**config.mk**
```make
export PLATFORM = sky130hd
export DESIGN_NAME = serial_add_sequencer_flat
export DESIGN_NICKNAME = d
export VERILOG_FILES = /design/src/rtl/calc_pkg.sv /design/src/rtl/serial_add_sequencer_if.sv /design/src/rtl/serial_add_sequencer_bit_cell.sv /design/src/rtl/serial_add_sequencer.sv /design/src/flat_wrapper.sv
export SDC_FILE = /design/constraint.sdc
export NUM_CORES = 1
export LEC_CHECK = 0
export ABC_AREA = 1
export BUFFER_PORTS_ARGS = -buffer_cell sky130_fd_sc_hd__clkbuf_2
export CAP_MARGIN = 10
export CORE_MARGIN = 10
export CORE_UTILIZATION = 52
export CTS_BUF_LIST = sky130_fd_sc_hd__clkbuf_4
export CTS_CLUSTER_DIAMETER = 40
export DETAILED_ROUTE_END_ITERATION = 16
export GPL_ROUTABILITY_DRIVEN = 0
export PLACE_DENSITY = 0.78
export SLEW_MARGIN = 20
export SYNTH_ARGS = -nofsm -noshare
export SYNTH_HDL_FRONTEND = slang
export SYNTH_SLANG_ARGS = --single-unit
```
**constraint.sdc**
```tcl
create_clock -name clk -period 1.25 [get_ports clk]
set_input_delay 0.0625 -clock clk [delete_from_list [all_inputs] [get_ports clk]]
set_output_delay 0.0625 -clock clk [all_outputs]
set_load 0.02 [all_outputs]
```
**src/rtl/calc_pkg.sv**
```systemverilog
// ---------------------------------------------------------------------------
// calc_pkg
// Shared definitions for the bit-serial calculator datapath.
//   calc_state_e        : sequencer state encoding (IDLE, RUN, DONE)
//   CALC_WIDTH_DEFAULT  : default operand/result width
//   calc_cnt_width()    : width of the bit counter for a given operand width
// ---------------------------------------------------------------------------
package calc_pkg;

  typedef enum logic [1:0] {
    IDLE = 2'd0,
    RUN  = 2'd1,
    DONE = 2'd2
  } calc_state_e;

  localparam int CALC_WIDTH_DEFAULT = 8;

  // Counter only has to reach WIDTH-1, so $clog2(WIDTH) bits suffice.
  // The floor of 1 keeps the vector legal for the smallest width.
  function automatic int calc_cnt_width(input int w);
    return (w <= 2) ? 1 : $clog2(w);
  endfunction

endpackage

```
**src/rtl/serial_add_sequencer_if.sv**
```systemverilog
// ---------------------------------------------------------------------------
// serial_add_sequencer_if
// Operand/result handshake bundle for serial_add_sequencer.
//   in_valid/in_ready   : operand handshake (producer -> sequencer)
//   in_a, in_b          : WIDTH-bit operands
//   in_sub              : subtract select (only with SERIAL_SUB_EN)
//   out_valid/out_ready : result handshake (sequencer -> consumer)
//   out_sum             : WIDTH-bit result
//   out_cout, out_ovf   : carry out of MSB, signed overflow
// Modports: master = operand producer / result consumer, slave = sequencer.
// Optional feature macro: SERIAL_SUB_EN
// ---------------------------------------------------------------------------
interface serial_add_sequencer_if
  import calc_pkg::*;
#(
  parameter int WIDTH = CALC_WIDTH_DEFAULT
);

  logic             in_valid;
  logic             in_ready;
  logic [WIDTH-1:0] in_a;
  logic [WIDTH-1:0] in_b;
`ifdef SERIAL_SUB_EN
  logic             in_sub;
`endif
  logic             out_valid;
  logic             out_ready;
  logic [WIDTH-1:0] out_sum;
  logic             out_cout;
  logic             out_ovf;

`ifdef SERIAL_SUB_EN
  modport master (
    output in_valid, in_a, in_b, in_sub, out_ready,
    input  in_ready, out_valid, out_sum, out_cout, out_ovf
  );

  modport slave (
    input  in_valid, in_a, in_b, in_sub, out_ready,
    output in_ready, out_valid, out_sum, out_cout, out_ovf
  );
`else
  modport master (
    output in_valid, in_a, in_b, out_ready,
    input  in_ready, out_valid, out_sum, out_cout, out_ovf
  );

  modport slave (
    input  in_valid, in_a, in_b, out_ready,
    output in_ready, out_valid, out_sum, out_cout, out_ovf
  );
`endif

endinterface

```
**src/rtl/serial_add_sequencer_bit_cell.sv**
```systemverilog
// ---------------------------------------------------------------------------
// serial_bit_cell
// Combinational one-bit full-adder cell used by the serial sequencer.
//   i_a, i_b : operand bits
//   i_c      : carry in
//   o_s      : sum bit
//   o_co     : carry out
// ---------------------------------------------------------------------------
module serial_bit_cell (
  input  logic i_a,
  input  logic i_b,
  input  logic i_c,
  output logic o_s,
  output logic o_co
);

  logic w_p;

  assign w_p  = i_a ^ i_b;
  assign o_s  = w_p ^ i_c;
  assign o_co = (i_a & i_b) | (w_p & i_c);

endmodule

```
**src/rtl/serial_add_sequencer.sv**
```systemverilog
// ---------------------------------------------------------------------------
// serial_add_sequencer
// Bit-serial add (optionally subtract) controller. Operands are accepted in
// IDLE, shifted LSB-first through serial_bit_cell for WIDTH cycles in RUN,
// and the result is held in DONE until the consumer takes it.
//   clk  : rising-edge clock
//   rst  : asynchronous active-high reset
//   bus  : serial_add_sequencer_if.slave (operand/result handshakes)
// Optional feature macro: SERIAL_SUB_EN (adds in_sub, A-B via A+~B+1)
//
// state | meaning
// IDLE  | in_ready high, waiting for operands
// RUN   | one bit pair per cycle through the adder cell
// DONE  | out_valid high, result held until out_ready
// ---------------------------------------------------------------------------
module serial_add_sequencer
  import calc_pkg::*;
#(
  parameter int WIDTH = CALC_WIDTH_DEFAULT
) (
  input  logic                  clk,
  input  logic                  rst,
  serial_add_sequencer_if.slave bus
);

  localparam int              CNT_W    = calc_cnt_width(WIDTH);
  localparam logic [CNT_W-1:0] CNT_LAST = CNT_W'(WIDTH - 1);

  calc_state_e      r_state;
  logic [WIDTH-1:0] r_sa;
  logic [WIDTH-1:0] r_sb;
  logic [WIDTH-1:0] r_sum;
  logic             r_c;
  logic [CNT_W-1:0] r_cnt;

  logic             r_in_ready;
  logic             r_out_valid;
  logic [WIDTH-1:0] r_out_sum;
  logic             r_out_cout;
  logic             r_out_ovf;

  logic             w_s;
  logic             w_co;
  logic [WIDTH-1:0] w_sum_next;

  serial_bit_cell u_cell (
    .i_a  (r_sa[0]),
    .i_b  (r_sb[0]),
    .i_c  (r_c),
    .o_s  (w_s),
    .o_co (w_co)
  );

  // New sum bit enters at the MSB; after WIDTH shifts bit 0 lands at [0].
  assign w_sum_next = {w_s, r_sum[WIDTH-1:1]};

  always_ff @(posedge clk or posedge rst) begin
    if (rst) begin
      r_state     <= IDLE;
      r_sa        <= '0;
      r_sb        <= '0;
      r_sum       <= '0;
      r_c         <= 1'b0;
      r_cnt       <= '0;
      r_in_ready  <= 1'b0;
      r_out_valid <= 1'b0;
      r_out_sum   <= '0;
      r_out_cout  <= 1'b0;
      r_out_ovf   <= 1'b0;
    end else begin
      case (r_state)
        IDLE: begin
          r_in_ready <= 1'b1;
          if (bus.in_valid && r_in_ready) begin
            r_sa       <= bus.in_a;
`ifdef SERIAL_SUB_EN
            // A - B computed as A + ~B + 1
            r_sb       <= bus.in_sub ? ~bus.in_b : bus.in_b;
            r_c        <= bus.in_sub;
`else
            r_sb       <= bus.in_b;
            r_c        <= 1'b0;
`endif
            r_sum      <= '0;
            r_cnt      <= '0;
            r_in_ready <= 1'b0;
            r_state    <= RUN;
          end
        end

        RUN: begin
          r_sa  <= r_sa >> 1;
          r_sb  <= r_sb >> 1;
          r_sum <= w_sum_next;
          r_c   <= w_co;
          if (r_cnt == CNT_LAST) begin
            // r_c here is still the carry into the MSB
            r_out_sum   <= w_sum_next;
            r_out_cout  <= w_co;
            r_out_ovf   <= r_c ^ w_co;
            r_out_valid <= 1'b1;
            r_state     <= DONE;
          end else begin
            r_cnt <= r_cnt + 1'b1;
          end
        end

        DONE: begin
          if (bus.out_ready) begin
            r_out_valid <= 1'b0;
            // Ready again right away so back-to-back ops take WIDTH+2 cycles
            r_in_ready  <= 1'b1;
            r_state     <= IDLE;
          end
        end

        default: begin
          r_in_ready  <= 1'b0;
          r_out_valid <= 1'b0;
          r_state     <= IDLE;
        end
      endcase
    end
  end

  assign bus.in_ready  = r_in_ready;
  assign bus.out_valid = r_out_valid;
  assign bus.out_sum   = r_out_sum;
  assign bus.out_cout  = r_out_cout;
  assign bus.out_ovf   = r_out_ovf;

endmodule

```
**src/flat_wrapper.sv**
```systemverilog
// flat-port wrapper written by rule: the top's interface ports become plain ports
module serial_add_sequencer_flat import calc_pkg::*;
#(
  parameter int WIDTH = CALC_WIDTH_DEFAULT
)
  (clk, rst, bus_in_valid, bus_in_a, bus_in_b, bus_out_ready, bus_in_ready, bus_out_valid, bus_out_sum, bus_out_cout, bus_out_ovf);
  serial_add_sequencer_if #(.WIDTH(WIDTH)) bus_i ();
  input  logic clk;
  input  logic rst;
  input wire logic [$bits(bus_i.in_valid)-1:0] bus_in_valid;
  input wire logic [$bits(bus_i.in_a)-1:0] bus_in_a;
  input wire logic [$bits(bus_i.in_b)-1:0] bus_in_b;
  input wire logic [$bits(bus_i.out_ready)-1:0] bus_out_ready;
  output wire logic [$bits(bus_i.in_ready)-1:0] bus_in_ready;
  output wire logic [$bits(bus_i.out_valid)-1:0] bus_out_valid;
  output wire logic [$bits(bus_i.out_sum)-1:0] bus_out_sum;
  output wire logic [$bits(bus_i.out_cout)-1:0] bus_out_cout;
  output wire logic [$bits(bus_i.out_ovf)-1:0] bus_out_ovf;
  assign bus_i.in_valid = bus_in_valid;
  assign bus_i.in_a = bus_in_a;
  assign bus_i.in_b = bus_in_b;
  assign bus_i.out_ready = bus_out_ready;
  assign bus_in_ready = bus_i.in_ready;
  assign bus_out_valid = bus_i.out_valid;
  assign bus_out_sum = bus_i.out_sum;
  assign bus_out_cout = bus_i.out_cout;
  assign bus_out_ovf = bus_i.out_ovf;
  serial_add_sequencer #(.WIDTH(WIDTH)) u_core (.clk(clk), .rst(rst), .bus(bus_i));
endmodule
```
== Yosys cells after proc, flatten, opt, wreduce, memory -nomap -nowiden ==
Index checks and enable logic that the tools add are counted.

* $add $sub $neg: 1
* Mux-type cells: 21
* Bitwise operators: 8
* Eq/ne operators: 7
* Reductions and logical operators: 9

{| class="wikitable"
|+ Operators by type and width
! kind !! count
|-
| 8-bit case mux with 2 select lines || 3
|-
| 8-bit two-way mux || 3
|-
| 3-bit AND reduction || 3
|-
| 2-bit two-way mux || 3
|-
| 3-bit two-way mux || 2
|-
| 1-bit case mux with 3 select lines || 2
|-
| 2-bit case mux with 3 select lines || 1
|-
| 3-bit case mux with 2 select lines || 1
|-
| 2-bit AND reduction || 3
|-
| 1-bit two-way mux || 5
|-
| 2-bit by 1-bit inequality test with 1-bit output, second input constant || 2
|-
| 2-bit inequality test, second input constant || 2
|-
| 3-bit by 1-bit adder with 3-bit output, second input constant || 1
|-
| 3-bit equality test, second input constant || 1
|-
| 1-bit bitwise XOR || 3
|-
| 1-bit bitwise AND || 2
|-
| 2-bit by 1-bit equality test with 1-bit output, second input constant || 1
|-
| 2-bit equality test, second input constant || 1
|-
| 2-bit zero test || 1
|-
| 1-bit inverter || 2
|-
| 1-bit case mux with 2 select lines || 1
|-
| 2-bit nonzero test || 1
|-
| 1-bit logical AND || 1
|-
| 1-bit bitwise OR || 1
|}

* Register bits: 42
* Logic and storage cells: 57
* Bits of input ports: 20
* Output and inout port bits: 12

== Longest topological paths before layout ==
* Word-level depth: 4
* Depth in mapped cells: 7
* Gate-level depth less buffers: 7

== By module ==
A second synthesis with hierarchy kept.

* Cell total of the unflattened synthesis: 228
* Area, all modules: 1,849.3 µm²

{| class="wikitable"
|+ By module, submodules not included
! module !! instances !! seq. area each (µm²) !! cells each !! area an instance (µm²)
|-
| serial_add_sequencer || 1 || 1,026.0 || 227 || 1,829.3
|-
| serial_bit_cell || 1 || 0.0 || 1 || 20.0
|}

== Least setup slack after synthesis ==
No wires, ideal clock.

* Path kind: register -> register
* Start: reg u_core.r_c
* End: reg u_core.r_sum[7]
* Library setup time: 0.065 ns
* Slack: -0.013 ns
* Arrival time: 1.198 ns
* Data required time: 1.185 ns
* Buffers on the path: 0
* Stages on the path, launching flop included: 5
* Clock period less this slack: 1.263 ns
* Cells stage by stage: dfrtp_1 inv_1 fa_1 or2_2 nand2_1

* Cells in the longest elaborated chain, start to end: 2

{| class="wikitable"
|+ RTL lines
! item !! RTL line !! source
|-
| start: declaration || serial_add_sequencer.sv:33 || <nowiki>logic r_c;</nowiki>
|-
| start signal: assignment || serial_add_sequencer.sv:95 || <nowiki>r_c <= w_co;</nowiki>
|-
| 1-bit bitwise XOR || serial_add_sequencer_bit_cell.sv:20 || <nowiki>assign o_s = w_p ^ i_c;</nowiki>
|-
| 8-bit case mux with 2 select lines || serial_add_sequencer.sv:71 || <nowiki>case (r_state)</nowiki>
|-
| end signal: assignment || serial_add_sequencer.sv:94 || <nowiki>r_sum <= w_sum_next;</nowiki>
|-
| end: declaration || serial_add_sequencer.sv:32 || <nowiki>logic [WIDTH-1:0] r_sum;</nowiki>
|}

Every way passes these cells.
A chain may end at the register's enable or synchronous reset.

== Worst setup path in the final report ==
Same ends and word-level chain as after synthesis.

==> results.md <==
* Status: finished, final reports clean
* Slew @ Worst Pin at 0.218 ns
* Critical path class: flop to flop
* Final setup fails at 0
* FF/Latch Area at 0.00103 mm²
* Syn_area_per_cell at 7.88 µm²
* Switching pwr at 2.64 mW
* Post-synthesis adder-cell area fraction at ~2.4%
* Internal at 3.75 mW
* Root Buffer Master: clkbuf_4
* Crit path max-delay family: adder cells
* Sequential Power Share at 35.1%
* GRT Residual Overflow at 0
* Detail Placement HPWL at ~2800 µm
* Worst IR Drop VDD at 0.00109 V
* Max Cap Viol at 0
* Max Clock Freq at 800 MHz
* Clock sink count at between 40 and 50
* Vias per std cell at 4.80
* I/O pin count at 32
* WP data arrival at ~1.6 ns
* Finished Layout Cells at 359
* Clock buffer depth at 2
* RSZ-0062 raised after global routing: yes
* Share of cells above drive strength 1 at between 20% and 30%
* Syn. warnings at 0
* Largest net degree at the start of global routing at 42
* Global Route Usage Sum at between 10% and 20%
* Compound-cell area share of the yosys netlist at 1.90%
* Vias in the first global route at 1722
* Power density cells at 2430 mW/mm²
* DR DRC count at 0
* Hold_ws at roughly 0.015 ns
* Final setup TNS at 0 ns
* Die width at ~81 µm
* Die Area at 0.00649 mm²
* TritonCTS Buffers at 5
* Relative slew slack at 85.5%
* Min cycle time layout at 1.25 ns
* Period utilization at 100%
* CTS tree: yes
* Clk pin slew, worst setup/hold paths at roughly 0.13 ns
* Num rows at 21
* CTS HTree Levels at 2
* First-iteration detailed-routing DRC count at 116
* Cell Chain, Critical Path: inv_2 > fa_2 > or2_4 > nand2_2
* Worst Path Max Fanout at 2
* Fraction of the mapped netlist area in simple logic gates at around 36%
* DR pass1 iterations at 4
* Design Area, Final at 0.00263 mm²
* Seq cells post-synth at 41
* Final net count at 335
* CP Capture Type: flop
* Final ANT Viol Nets at 0
* Post-Syn Area at roughly 0.0019 mm²
* Skew-Pair Late Insertion Delay at 0.36 ns
* Xor/xnor share of the synthesized area at 0%
* Max incr delay on CP at 0.43 ns
* Hold WC Path Type: input port to flop
* Final WL at roughly 4400 µm
* Antenna Cells at 0
* Initial antenna violation count at 0
* Vias at 1722
* PnR worst setup slack at 0.000313 ns
* Lkg Pwr at 1.50 nW
* Slew Viols, Final at 0
* Cell Area, Placed at approximately 0.0022 mm²
* First-pass GRT wire length at about 7700 µm
* Sequential area share after synthesis at between 50% and 60%
* Avg WL per Cell at 12.3 µm
* IO buf count at 31
* Cell count after placement at 326
* Net Count, Synth at 265
* Core ar. at 0.00344 mm²
* Die height at 80.6 µm
* Largest family of logic cells by synthesized area: simple AND/OR/NAND/NOR gates
* Fin. Hold Viols at 0
* Footprint of the multi-input gates at between 800 and 900 µm²
* Util after Layout at 76.5%
* Post-Place Worst Slack at -0.118 ns
* Worst setup SP type: flop
* CP max stage cell: fa_2
* Bufs and invs on worst path at 1
* Required time of the worst setup path at 1.57 ns
* Clock skew at 0.00832 ns
* Total power at 6.39 mW
* Synthesis-to-finish area growth at 38.1%
* Starting density of the core at between 50% and 60%
* Yosys cell types at 20
* Clock power share at 13.7%
* Switching Share at ~41%
* Fillcell total at approximately 250
* Multiplexer share of the synthesized area at 0%
* Gate power share at 51.2%
* Mapped Cells at 242
power by group through the flow:
| stage | clock (mW) | combinational, mW | sequential (mW) |
|---|---|---|---|
| 2_1_floorplan | 0 | 1.78 | 2.36 |
| 3_3_place_gp | 0 | 2.77 | 2.22 |
| 3_5_place_dp | 0 | 2.83 | 2.24 |
| 4_1_cts | 0.887 | 3.09 | 2.23 |
| 5_1_grt | 0.933 | 3.70 | 2.31 |
| 6_report | 0.872 | 3.27 | 2.24 |
timing repair:
action                     4_1_cts  5_1_grt
setup buffers                    4        5
hold buffers                    16        0
cloned                           1        0
hold endpoints to repair        56        0
setup endpoints to repair       13       29
gates resized for setup         13       15
pin swaps                        5        4
registers in the layout, indices dropped and copies added (netlist names):
signal                cells
u_core.bus.in_ready       1
u_core.r_sum              7
u_core.r_sa               8
u_core.bus.out_valid      1
u_core.r_cnt              3
u_core.bus.out_cout       1
u_core.bus.out_ovf        1
u_core.r_state            2
u_core.bus.out_sum        8
u_core.r_c                1
u_core.r_sb               8
tightest hold or removal path: cells and delay by family:
family | cells | cell delay (ns)
buffers and inverters | 2 | 0.11
AND/OR/NAND/NOR | 2 | 0.17
routing by layer:
| layer | up-vias | track usage, % | wire length, µm |
|---|---|---|---|
| met5 | - | 0 | 0 |
| met4 | 0 | 5.81 | 76 |
| met3 | 8 | 4.23 | 276 |
| met2 | 40 | 24.8 | 2190 |
| met1 | 795 | 17.2 | 1860 |
| li1 | 879 | - | - |
cells in the final DEF (no fill, tap or decap), drive strengths merged:
master         n
a21oi          2
buf           24
bufinv         1
clkbuf        36
clkinv         1
clkinvlp       1
dfrtp         41
dlygate4sd3   16
fa             1
ha             2
inv           15
nand2        147
nand3         19
nor2           3
o21ai          3
or2            1
cell usage after synthesis, drive strengths merged:
| master | n | area share (%) |
|---|---|---|
| nand2 | 147 | 30 |
| dfrtp | 41 | 54 |
| nand3 | 19 | 5.0 |
| inv | 15 | 3.1 |
| buf | 8 | 3.0 |
| nor2 | 3 | 0.98 |
| o21ai | 3 | 1.2 |
| a21oi | 2 | 0.72 |
| ha | 2 | 1.3 |
| fa | 1 | 1.0 |
| or2 | 1 | 0.33 |
area by class of cell:
class	instances	area share [%]
clock buffers	5	1.43
repair buffers	71	21.6
multi-input cells	178	31.8
inverters	15	2.33
clock inverters	3	1.57
well taps	46	2.19
flip-flops and latches	41	39.1
kinds of logic after synthesis:
kind of cell             count (synthesis)
adder cells (fa/ha/maj)                  3
AO/OA/AOI/OAI                            5
buffers and inverters                   23
AND/OR/NAND/NOR                        170
flip-flops                              41
worst paths after layout:
check,start,to,slack [ns],cells past startpoint
max,u_core.r_c,u_core.r_sum[7],0.0003,4
min,bus_out_ready,u_core.r_state[1],0.01,4
max reg2reg,u_core.r_c,u_core.r_sum[7],0.0003,4
min reg2reg,u_core.bus.out_sum[1],u_core.bus.out_sum[1],0.49,2
max in group asynchronous,rst,u_core.r_state[1],0.78,4
min in group asynchronous,rst,u_core.bus.out_sum[3],0.27,4
Note: power is estimated with default switching activity, not from simulation.
